`src/rtl/multi_chan_cov_dut.sv`:
```
// Multi-channel stimulus core: per-channel counter, conditional accumulator and phase FSM,
// with samples drained through a single round-robin valid/ready stream.
//
// phase | meaning
// 0..PHASE_MAX-1 | advance by one on every second enabled cycle (tog=1)
// PHASE_MAX      | wraps to 0 on the next advance
module multi_chan_cov_dut #(
  parameter int CH        = 4,
  parameter int W         = 8,
  parameter int PHASE_MAX = 5,
  parameter int PW        = 4,
  parameter int THRESH    = 10,
  parameter int ACC_SAT   = 0,
  localparam int CHW      = (CH > 1) ? $clog2(CH) : 1
) (
  input  logic              clock,
  input  logic              reset,
  input  logic [CH-1:0]     en_i,
  input  logic [CH-1:0]     clr_i,
  output logic [CH-1:0]     above_o,
  output logic              out_valid,
  input  logic              out_ready,
  output logic [CHW-1:0]    out_ch,
  output logic [W-1:0]      out_value,
  output logic [63:0]       out_value64,
  output logic [PW-1:0]     out_phase
);

  logic [W-1:0]   cnt_q   [CH];
  logic [W-1:0]   cnt_d   [CH];
  logic [W-1:0]   acc_q   [CH];
  logic [W-1:0]   acc_d   [CH];
  logic [PW-1:0]  phase_q [CH];
  logic [PW-1:0]  phase_d [CH];
  logic [CH-1:0]  tog_q, tog_d;
  logic [CHW-1:0] rr_q, rr_d;
  logic           load;

  // Increment/decrement decisions use the counter value before this edge's update.
  function automatic logic [W-1:0] acc_next(input logic [W-1:0] a, input logic [W-1:0] c);
    logic [W-1:0] r;
    r = a;
    if (c[0] & c[1]) begin
      if (!((ACC_SAT != 0) && (a == '1))) r = a + W'(1);
    end else if (c[2] | c[3]) begin
      if (!((ACC_SAT != 0) && (a == '0))) r = a - W'(1);
    end
    return r;
  endfunction

  assign load = !out_valid || out_ready;

  always_ff @(posedge clock) begin
    if (reset) begin
      for (int c = 0; c < CH; c++) begin
        cnt_q[c]   <= '0;
        acc_q[c]   <= '0;
        phase_q[c] <= '0;
      end
      tog_q       <= '0;
      rr_q        <= '0;
      out_valid   <= 1'b0;
      out_ch      <= '0;
      out_value   <= '0;
      out_value64 <= '0;
      out_phase   <= '0;
    end else begin
      for (int c = 0; c < CH; c++) begin
        cnt_q[c]   <= cnt_d[c];
        acc_q[c]   <= acc_d[c];
        phase_q[c] <= phase_d[c];
      end
      tog_q <= tog_d;
      rr_q  <= rr_d;
      if (load) begin
        out_valid   <= 1'b1;
        out_ch      <= rr_q;
        out_value   <= acc_q[rr_q] + cnt_q[rr_q];
        out_value64 <= 64'(cnt_q[rr_q]);
        out_phase   <= phase_q[rr_q];
      end
    end
  end

  always_comb begin
    tog_d = tog_q;
    for (int c = 0; c < CH; c++) begin
      cnt_d[c]   = cnt_q[c];
      acc_d[c]   = acc_q[c];
      phase_d[c] = phase_q[c];
      if (clr_i[c]) begin
        cnt_d[c]   = '0;
        acc_d[c]   = '0;
        phase_d[c] = '0;
        tog_d[c]   = 1'b0;
      end else if (en_i[c]) begin
        cnt_d[c] = cnt_q[c] + W'(1);
        acc_d[c] = acc_next(acc_q[c], cnt_q[c]);
        tog_d[c] = ~tog_q[c];
        if (tog_q[c]) begin
          phase_d[c] = (phase_q[c] == PW'(PHASE_MAX)) ? '0 : phase_q[c] + PW'(1);
        end
      end
    end
    rr_d = rr_q;
    if (load) begin
      rr_d = (rr_q == CHW'(CH - 1)) ? '0 : rr_q + CHW'(1);
    end
  end

  always_comb begin
    above_o = '0;
    for (int c = 0; c < CH; c++) begin
      above_o[c] = int'(cnt_q[c]) > THRESH;
    end
  end

endmodule
```
`config.mk`:
```
export PLATFORM = sky130hd
export DESIGN_NAME = multi_chan_cov_dut
export DESIGN_NICKNAME = d
export VERILOG_FILES = /design/src/rtl/multi_chan_cov_dut.sv
export SDC_FILE = /design/constraint.sdc
export NUM_CORES = 1
export LEC_CHECK = 0
export BUFFER_PORTS_ARGS = -buffer_cell sky130_fd_sc_hd__buf_2
export CAP_MARGIN = 20
export CORE_MARGIN = 1
export CORE_UTILIZATION = 63
export CTS_CLUSTER_SIZE = 40
export DETAILED_ROUTE_END_ITERATION = 7
export GPL_TIMING_DRIVEN = 1
export PLACE_DENSITY = 0.87
export SYNTH_ARGS = -nofsm -noshare
export SYNTH_HDL_FRONTEND = slang
export SYNTH_SLANG_ARGS = --single-unit
```
`constraint.sdc`:
```
create_clock -name clock -period 7.1 [get_ports clock]
set_clock_uncertainty 0.1 [all_clocks]
set_input_delay 0 -clock clock [delete_from_list [all_inputs] [get_ports clock]]
set_output_delay 0 -clock clock [all_outputs]
set_load 0.02 [all_outputs]
```
==> impl_metrics.csv, run 1 <==
group,metric,value,unit
die,fp.dieH,104.2,µm
placed_design,place_area,6615,µm²
drt,wl_per_cell,15.76,µm
clock_network,h-tree-depth,3,
clock_network,post_cts_resized,0,
critical_path,worst_path_most_repeated_cell,"a21oi_1",
cells_and_area,nets,835,
global_route,grt_use_total,27.15,%
cells_and_area,nFillCells,730,
clock_network,tritoncts,"yes",
critical_path,cp.arrival,3.29,ns
cells_and_area,multi_input_area,3936,µm²
timing,layout_min_cycle_time,3.162,ns
cells_and_area,regArea,2222,µm²
global_route,first_global_vias,5006,
global_route,grt_antenna_before_repair,0,
timing,timing.setup.tns,0,ns
synth,synth_area,6581,µm²
timing,tightest_slew,1.058,ns
cells_and_area,drive_gt1_share,10.08,%
run_status,status,"finished, final reports clean",
timing,slew_violations,0,
clock_network,numCtsBuffers,9,
synth,synth-seq-cells,111,
die,core-area,9955,µm²
placed_design,port_buffers,37,
synth,ys_types,40,
synth,yosys_warnings,0,
synth,ys_seq_area_share,33.76,%
clock_network,clk_pin_slew,0.12,ns
power,p_per_area,164.4,nW/µm²
drt,first_iter_violations,369,
timing,rsz0062_at_grt,"no",
clock_network,cts_setup_buffers,0,
drt,dr.pass1.iters,5,
critical_path,slowest_stage,"dfxtp_1",
critical_path,critical_path.cell_chain,"mux4_1 -> ha_1 -> a21o_1 -> a31o_2 -> a21oi_1 -> xnor2_1 -> a21oi_1",
drt,routed_wirelength,14450,µm
power,ir_worst_vdd,0.09022,mV
die,fp-row-count,36,
drt,drc,0,
critical_path,crit_fanout,16,
die,io-pin-count,94,
cells_and_area,syn_to_final_growth,4.981,%
critical_path,startpoint_type,"register",
timing,max_freq,316.3,MHz
critical_path,worstSetupPathType,"reg -> reg",
synth,synth_area_per_cell,8.787,µm²
global_route,grt_max_degree,38,
die,dieArea,10860,µm²
cells_and_area,design_area,6909,µm²
drt,routed_via_density,5.961,
die,start_util,66.11,%
timing,final_hold_viol_count,0,
placed_design,post-place-ws,4.007,ns
cells_and_area,final_core_util,69.41,%
hold_path,holdCritPathClass,"in -> reg",
placed_design,dpl.hpwl,10710,µm
die,fp.dieW,104.2,µm
clock_network,clockBufferDepth,2,
timing,fin_crit_sh,44.53,%
clock_network,cts_sinks,111,
flow_run,maxCapViolations,0,
clock_network,clock_latency,0.39,ns
clock_network,root_buffer,"clkbuf_8",
critical_path,crit_required,7.23,ns
power,power.leakage,2.937,nW
global_route,grt_pass1_wl,23840,µm
timing,max_slew_margin,29.16,%
drt,routed-via-count,5466,
timing,fin_ws,3.938,ns
synth,netlist_instances,749,
cells_and_area,antennaDiodeCount,0,
critical_path,critPathMaxStageDelay,0.93,ns
critical_path,cp-end-kind,"register",
placed_design,gp_congestion,0.9281,
timing,setup_violations,0,
cells_and_area,layout_common_cells,"dfxtp_1 (111), nand2_1 (85), nor2_1 (71), a21oi_1 (70), conb_1 (56)",
global_route,grt_overflow,0,
cells_and_area,final_common_cell,"dfxtp_1",
drt,ant_nets,0,
power,finalPower,1.136,mW
clock_network,holdBufCountCts,9,
[critical path, delay by kind of cell (launching register included)]
family          cells  cell delay, ns
fa+ha+maj           1            0.41
xor+xnor            1            0.14
compound gates      4            0.71
flops               1            0.93
mux                 1            0.71
[power by group]
part | total [mW] | internal (mW) | switching [mW] | leakage [nW]
clock | 0.384 | 0.141 | 0.243 | 0.0998
combinational | 0.102 | 0.0335 | 0.0687 | 1.94
sequential | 0.650 | 0.632 | 0.0186 | 0.898
[cell type report]
| type | instances | area share, % |
|---|---|---|
| multi-input cells | 587 | 56.97 |
| flip-flops and latches | 111 | 32.16 |
| repair buffers | 50 | 4.419 |
| well taps | 133 | 2.409 |
| clock buffers | 9 | 1.793 |
| clock inverters | 7 | 1.159 |
| inverters | 20 | 1.087 |
[per-layer routing]
metal	vias to the layer above	GRT usage (%)	wire length, µm
li1	2582	-	-
met1	2588	35.39	6068
met2	261	45.57	6915
met3	35	3.822	1110
met4	0	10.51	354
met5	-	0	0
[state kept, by name, summed over array words and instances, names as in the netlist, named ones only]
name and count:
acc_q 32, cnt_q 32, phase_q 16, out_value64 8, out_value 8, out_phase 4
tog_q 4, out_ch 2, rr_q 2, out_valid 1
[synthesized netlist by cell type]
| library cell | instances | area, µm² |
|---|---|---|
| o31ai_1 | 10 | 75.07 |
| or2_2 | 4 | 25.02 |
| or3_1 | 16 | 100.1 |
| inv_1 | 20 | 75.07 |
| nor4b_1 | 6 | 52.55 |
| xor2_1 | 26 | 227.7 |
| conb_1 | 1 | 3.750 |
| a31o_2 | 1 | 8.760 |
| buf_6 | 1 | 11.26 |
| buf_1 | 3 | 11.26 |
| nor3_1 | 7 | 35.03 |
| and2_1 | 1 | 6.260 |
| a31oi_1 | 6 | 37.54 |
| and4_1 | 1 | 8.760 |
| nor2_1 | 71 | 266.5 |
| mux4_1 | 4 | 105.1 |
| nor2b_1 | 7 | 43.79 |
| fa_1 | 5 | 100.1 |
| nand3_1 | 20 | 100.1 |
| nand2_1 | 85 | 319.1 |
| o21a_1 | 2 | 15.01 |
| clkbuf_1 | 15 | 56.30 |
| ha_1 | 40 | 500.5 |
| a211oi_1 | 9 | 67.56 |
| dfxtp_1 | 111 | 2222 |
| a2111o_1 | 1 | 11.26 |
| o211ai_1 | 1 | 7.510 |
| nand2b_1 | 5 | 31.28 |
| a311oi_1 | 4 | 35.03 |
| mux2i_1 | 20 | 200.2 |
| nor4_1 | 8 | 50.05 |
| a21o_1 | 14 | 105.1 |
| buf_4 | 57 | 427.9 |
| nand4_1 | 12 | 75.07 |
| a21oi_1 | 70 | 350.3 |
| mux4_2 | 16 | 360.4 |
| o21ai_0 | 25 | 125.1 |
| and3_1 | 8 | 50.05 |
| buf_2 | 10 | 50.05 |
| xnor2_1 | 26 | 227.7 |
[through the flow]
stage	cells	hold WS, ns
3_5_place_dp	892	0.2037
4_1_cts	917	0.05828
3_3_place_gp	892	0.1886
2_1_floorplan	804	0.07934
6_report	917	0.06150
5_1_grt	917	0.07723
[kinds of logic after synthesis]
family / synth area share, %
simple gates: 17.68
compound gates: 12.74
flops: 33.76
buf+inv: 9.601
xor+xnor: 6.920
fa+ha+maj: 9.126
mux: 10.11
other cells: 0.05698
[path summary, 6_finish.rpt]
kind | from | endpoint | slack (ns) | depth (start not counted)
worst min-delay path | reset | out_phase[2] | 0.06 | 2
worst min register to register | out_phase[2] | out_phase[2] | 0.36 | 2
worst max-delay path | register | out_value[7] | 3.94 | 7
worst max register to register | register | out_value[7] | 3.94 | 7
No activity file was read; power rests on OpenSTA's default activity.
==> inputs of run 2 (changes only) <==
Settings changed: CORE_UTILIZATION 63 to 52, PLACE_DENSITY 0.87 to 0.76.
Clock period 7.1 ns to 2.8 ns, I/O delays scaled along.
==> impl_metrics.csv, run 2 (synthesis results as in run 1) <==
group,metric,value,unit
drt,routed_wirelength,14430,µm
cells_and_area,stdcell_count,960,
global_route,first_global_vias,4787,
drt,dr.pass1.iters,7,
cells_and_area,syn_to_final_growth,8.042,%
timing,layout_min_cycle_time,2.614,ns
clock_network,root_buffer,"clkbuf_16",
flow_run,maxCapViolations,0,
clock_network,clk_pin_slew,0.08,ns
critical_path,reg2reg_slack,0.19,ns
die,fp.dieH,114.5,µm
power,internal-power,2.398,mW
drt,ant_nets,0,
die,io-pin-count,94,
timing,max_freq,382.6,MHz
power,swShare,26.01,%
critical_path,cp-end-kind,"register",
timing,rsz0062_at_grt,"no",
power,switchingPower,0.8428,mW
die,start_util,54.12,%
cells_and_area,drive_gt1_share,11.24,%
hold_path,holdCritPathClass,"in -> reg",
timing,final_hold_viol_count,0,
power,p_seq_share,50.4,%
global_route,grt_overflow,0,
timing,fin_crit_sh,93.34,%
cells_and_area,regArea,2223,µm²
cells_and_area,final_common_cell,"dfxtp_1",
global_route,grt_use_total,23.07,%
run_status,status,"finished, final reports clean",
power,power.leakage,3.033,nW
critical_path,worstSetupPathType,"reg -> reg",
power,clock_power_share,40.9,%
cells_and_area,antennaDiodeCount,0,
critical_path,crit_required,2.99,ns
clock_network,clockBufferDepth,2,
drt,drc,0,
placed_design,placedCellCount,936,
drt,routed_via_density,5.628,
clock_network,cts_sinks,111,
cells_and_area,layout_common_cells,"dfxtp_1 (110), nand2_1 (85), nor2_1 (71), a21oi_1 (70), conb_1 (56)",
clock_network,h-tree-depth,3,
drt,wl_per_cell,15.03,µm
global_route,grt_pass1_wl,23500,µm
global_route,grt_max_degree,38,
power,finalPower,3.241,mW
clock_network,cts_setup_buffers,0,
cells_and_area,nFillCells,1079,
die,fp.dieW,114.5,µm
critical_path,startpoint_type,"register",
global_route,grt_antenna_before_repair,0,
cells_and_area,nets,843,
die,fp-row-count,40,
power,combPwrFrac,8.6,%
placed_design,dpl.hpwl,10930,µm
die,core-area,12160,µm²
timing,timing.setup.tns,0,ns
placed_design,gp_congestion,0.8874,
timing,tightest_slew,0.9567,ns
power,p_per_area,455.8,nW/µm²
drt,routed-via-count,5403,
timing,max_slew_margin,35.93,%
die,dieArea,13110,µm²
drt,first_iter_violations,376,
clock_network,numCtsBuffers,9,
timing,slew_violations,0,
power,ir_worst_vdd,0.2411,mV
timing,whs,0.008861,ns
placed_design,port_buffers,37,
timing,setup_violations,0,
placed_design,place_area,6726,µm²
cells_and_area,design_area,7111,µm²
critical_path,crit_fanout,7,
clock_network,tritoncts,"yes",
clock_network,clock_latency,0.36,ns
critical_path,cp.arrival,2.80,ns
cells_and_area,reg.largest.list,"acc_q (32), cnt_q (32), phase_q (16)",
cells_and_area,multi_input_area,3936,µm²
[run 2: cell count changes in the layout (fill, tap and decap cells not counted), sizes merged]
cell / before / now
dlygate4sd3: 9 / 8
clkinvlp: 1 / 0
buf: 41 / 50
inv: 24 / 23
bufinv: 0 / 1
clkinv: 2 / 3
[run 2: routing by layer]
metal  global-route usage (%)  part of all wire (%)  vias up
met5                        0                     0        -
met4                    7.619                   1.8        0
met2                    38.38                    47      204
met3                    3.017                   5.0       18
met1                    31.02                    46     2577
li1                         -                     -     2604
[run 2: through the flow]
| stage | setup WS, ns | util (%) |
|---|---|---|
| floorplan | 0.2878 | - |
| global placement | 0.2507 | 55.31 |
| detailed placement | 0.2051 | 55.31 |
| CTS | 0.1664 | 58.46 |
| global route | 0.06516 | 58.47 |
| finish | 0.1865 | 58.47 |
[run 2: cell type report]
type | count | share of cell area, %
multi-input cells | 587 | 55.36
flip-flops and latches | 111 | 31.27
well taps | 168 | 2.956
clock inverters | 7 | 1.091
clock buffers | 9 | 3.167
inverters | 20 | 1.056
repair buffers | 58 | 5.103
[run 2: final timing paths]
kind,startpoint,end,depth (start not counted)
min,out_ready,out_value64[0],4
max reg2reg,cnt_q[3][1],acc_q[3][7],8
max,cnt_q[3][1],acc_q[3][7],8
min reg2reg,out_ch[0],out_ch[0],2
[run 2: worst max-delay path, stage by stage (launching register included)]
cell	delay [ns]
dfxtp_1	0.47
ha_1	0.24
inv_1	0.16
ha_1	0.39
a21oi_1	0.30
a211oi_1	0.15
or3_1	0.36
a21oi_1	0.18
mux2i_1	0.20
[run 2: power by group through the flow]
stage	Sequential (mW)	Combinational [mW]	Clock [mW]
floorplan	1.66	0.286	0
global placement	1.67	0.261	0
detailed placement	1.67	0.269	0
CTS	1.63	0.279	1.34
global route	1.64	0.307	1.40
finish	1.63	0.280	1.33
[run 2: what timing repair did]
item                                    CTS  global route
hold buffers                              8             0
endpoints found under the setup margin    0             2
resized for setup                         0             1
endpoints found under the hold margin    38             0
==> inputs of run 3 (changes only) <==
Settings changed: ABC_AREA set to 1, CORE_UTILIZATION 52 to 53, PLACE_DENSITY 0.76 to 0.77.
==> impl_metrics.csv, run 3 <==
group,metric,value,unit
cells_and_area,layout_common_cells,"nand2_1 (168), inv_1 (127), nor2_1 (126), dfxtp_1 (110), a21oi_1 (78)",
timing,tightest_slew,0.9171,ns
die,fp.dieH,118.8,µm
clock_network,cts_setup_buffers,0,
critical_path,cp-end-kind,"register",
timing,fin_crit_sh,89.52,%
global_route,grt_max_degree,33,
critical_path,crit_required,2.97,ns
critical_path,worstRegToRegCells,13,
synth,synth_area_per_cell,7.034,µm²
synth,ys_top_cells_by_area,"dfxtp_1 (31%), nand2_1 (8.7%), ha_1 (6.9%), inv_1 (6.6%), nor2_1 (6.5%)",
drt,routed_wirelength,15710,µm
synth,yosys_warnings,0,
global_route,first_global_vias,5704,
synth,synth_common_cells,"nand2_1 (168), inv_1 (127), nor2_1 (126), dfxtp_1 (111), a21oi_1 (78)",
clock_network,clockBufferDepth,2,
drt,wl_per_cell,12.60,µm
cells_and_area,antennaDiodeCount,0,
timing,whs,0.3639,ns
synth,netlist_instances,1027,
die,start_util,54.55,%
drt,drc,0,
clock_network,cts_sinks,111,
run_status,status,"finished, final reports clean",
global_route,grt_antenna_before_repair,0,
cells_and_area,drive_gt1_share,11.39,%
critical_path,crit_fanout,15,
cells_and_area,nets,1123,
timing,max_freq,399.0,MHz
die,core-area,13240,µm²
drt,ant_nets,0,
cells_and_area,syn_to_final_growth,6.876,%
placed_design,port_buffers,37,
timing,max_slew_margin,38.63,%
clock_network,tritoncts,"yes",
die,fp-row-count,42,
hold_path,holdCritPathClass,"reg -> reg",
critical_path,worstSetupPathType,"reg -> reg",
critical_path,critical_path.cell_chain,"inv_6 -> buf_4 -> a21oi_1 -> a21oi_1 -> ha_1 -> inv_1 -> fa_1 -> o21ai_0 -> nand2_1 -> nand3_1 -> nand3_1 -> nand2_1 -> inv_1",
drt,routed-via-count,6307,
timing,timing.setup.tns,0,ns
timing,layout_min_cycle_time,2.506,ns
critical_path,slowest_stage,"fa_1",
clock_network,h-tree-depth,3,
critical_path,startpoint_type,"register",
die,dieArea,14100,µm²
synth,ys_types,45,
critical_path,critPathMaxStageDelay,0.39,ns
die,io-pin-count,94,
synth,synth_top_area_cell,"dfxtp_1",
clock_network,numCtsBuffers,9,
die,fp.dieW,118.8,µm
timing,slew_violations,0,
synth,synth_edf_count,0,
placed_design,gp_congestion,0.9099,
critical_path,cp.arrival,2.67,ns
clock_network,clk_pin_slew,0.07,ns
cells_and_area,reg.largest.list,"acc_q (32), cnt_q (32), phase_q (16)",
drt,first_iter_violations,405,
power,power.leakage,3.744,nW
synth,ys_seq_area_share,30.76,%
synth,yosysMostFrequentCell,"nand2_1",
global_route,grt_overflow,0,
global_route,grt_use_total,23.02,%
hold_path,whs_path_depth,1,
synth,ys_async_sr_fraction,0,%
cells_and_area,nFillCells,1231,
cells_and_area,final_common_cell,"nand2_1",
placed_design,dpl.hpwl,12030,µm
clock_network,root_buffer,"clkbuf_16",
timing,rsz0062_at_grt,"no",
synth,synth_area,7224,µm²
power,ir_worst_vdd,0.4688,mV
flow_run,maxCapViolations,0,
drt,dr.pass1.iters,5,
timing,final_hold_viol_count,0,
synth,synthDominantCellAreaShare,30.76,%
global_route,grt_pass1_wl,26120,µm
clock_network,clock_latency,0.36,ns
drt,routed_via_density,5.058,
synth,synth_flop_cell,"dfxtp_1",
timing,setup_violations,0,
power,p_per_area,482.1,nW/µm²
synth,synth-seq-cells,111,
==> run 3: worst max-delay path, delay by kind of cell, from the launching register on <==
kind	cells	cell delay, ns
flops	1	0.38
simple gates	4	0.36
fa+ha+maj	2	0.59
buf+inv	4	0.43
compound gates	3	0.55
==> run 3: cell families after synthesis <==
| logic type | share of synthesized area [%] |
|---|---|
| buffers and inverters | 16.54 |
| DFF | 30.76 |
| AOI/OAI and AO/OA | 18.24 |
| and+or+nand+nor | 24.65 |
| xor gates and xnor gates | 1.455 |
| other | 0.05191 |
| adders and majority gates | 8.313 |
==> run 3: area by class of cell <==
class | count | area (µm²) | area share, %
multi-input combinational | 743 | 4014 | 51.99
clock inverter | 6 | 116.4 | 1.507
inverter | 143 | 541.8 | 7.017
timing repair buffer | 59 | 380.4 | 4.926
clock buffer | 9 | 225.2 | 2.917
sequential | 111 | 2223 | 28.80
tap | 176 | 220.2 | 2.852
==> run 3: per-layer routing <==
metal  vias up  GRT usage (%)  part of all wire (%)
met3        31          3.716                   4.1
li1       3313              -                     -
met2       133          38.05                    45
met5         -              0                     0
met4         0          8.782                   2.4
met1      2830          29.99                    48
==> run 3: stage by stage <==
stage | total power, mW | utilization, % | std cells | instance area, µm² | worst slack [ns]
floorplan | 2.193 | - | 1082 | 7431 | 0.4079
global placement | 2.234 | 54.81 | 1220 | 7258 | 0.3036
detailed placement | 2.241 | 54.81 | 1220 | 7258 | 0.2432
CTS | 3.730 | 58.30 | 1247 | 7720 | 0.2294
global route | 3.857 | 58.30 | 1247 | 7721 | 0.1122
finish | 3.723 | 58.30 | 1247 | 7721 | 0.2935
==> run 3: final timing paths <==
kind | slack (ns) | to | start
setup / recovery | 0.29 | out_value[6] | register
hold / removal | 0.36 | tog_q[3] | tog_q[3]
setup reg to reg | 0.29 | out_value[6] | register
hold reg to reg | 0.36 | tog_q[3] | tog_q[3]
==> run 3: power breakdown <==
part	switching (mW)	internal, mW
combinational	0.382	0.176
clock	0.618	0.880
sequential	0.0414	1.63
total	1.04	2.68
==> run 3: timing repair <==
action                     in CTS  in global routing
hold endpoints to repair       37                  0
setup endpoints to repair       0                  1
resized for setup               0                  1
hold buffers                   12                  0
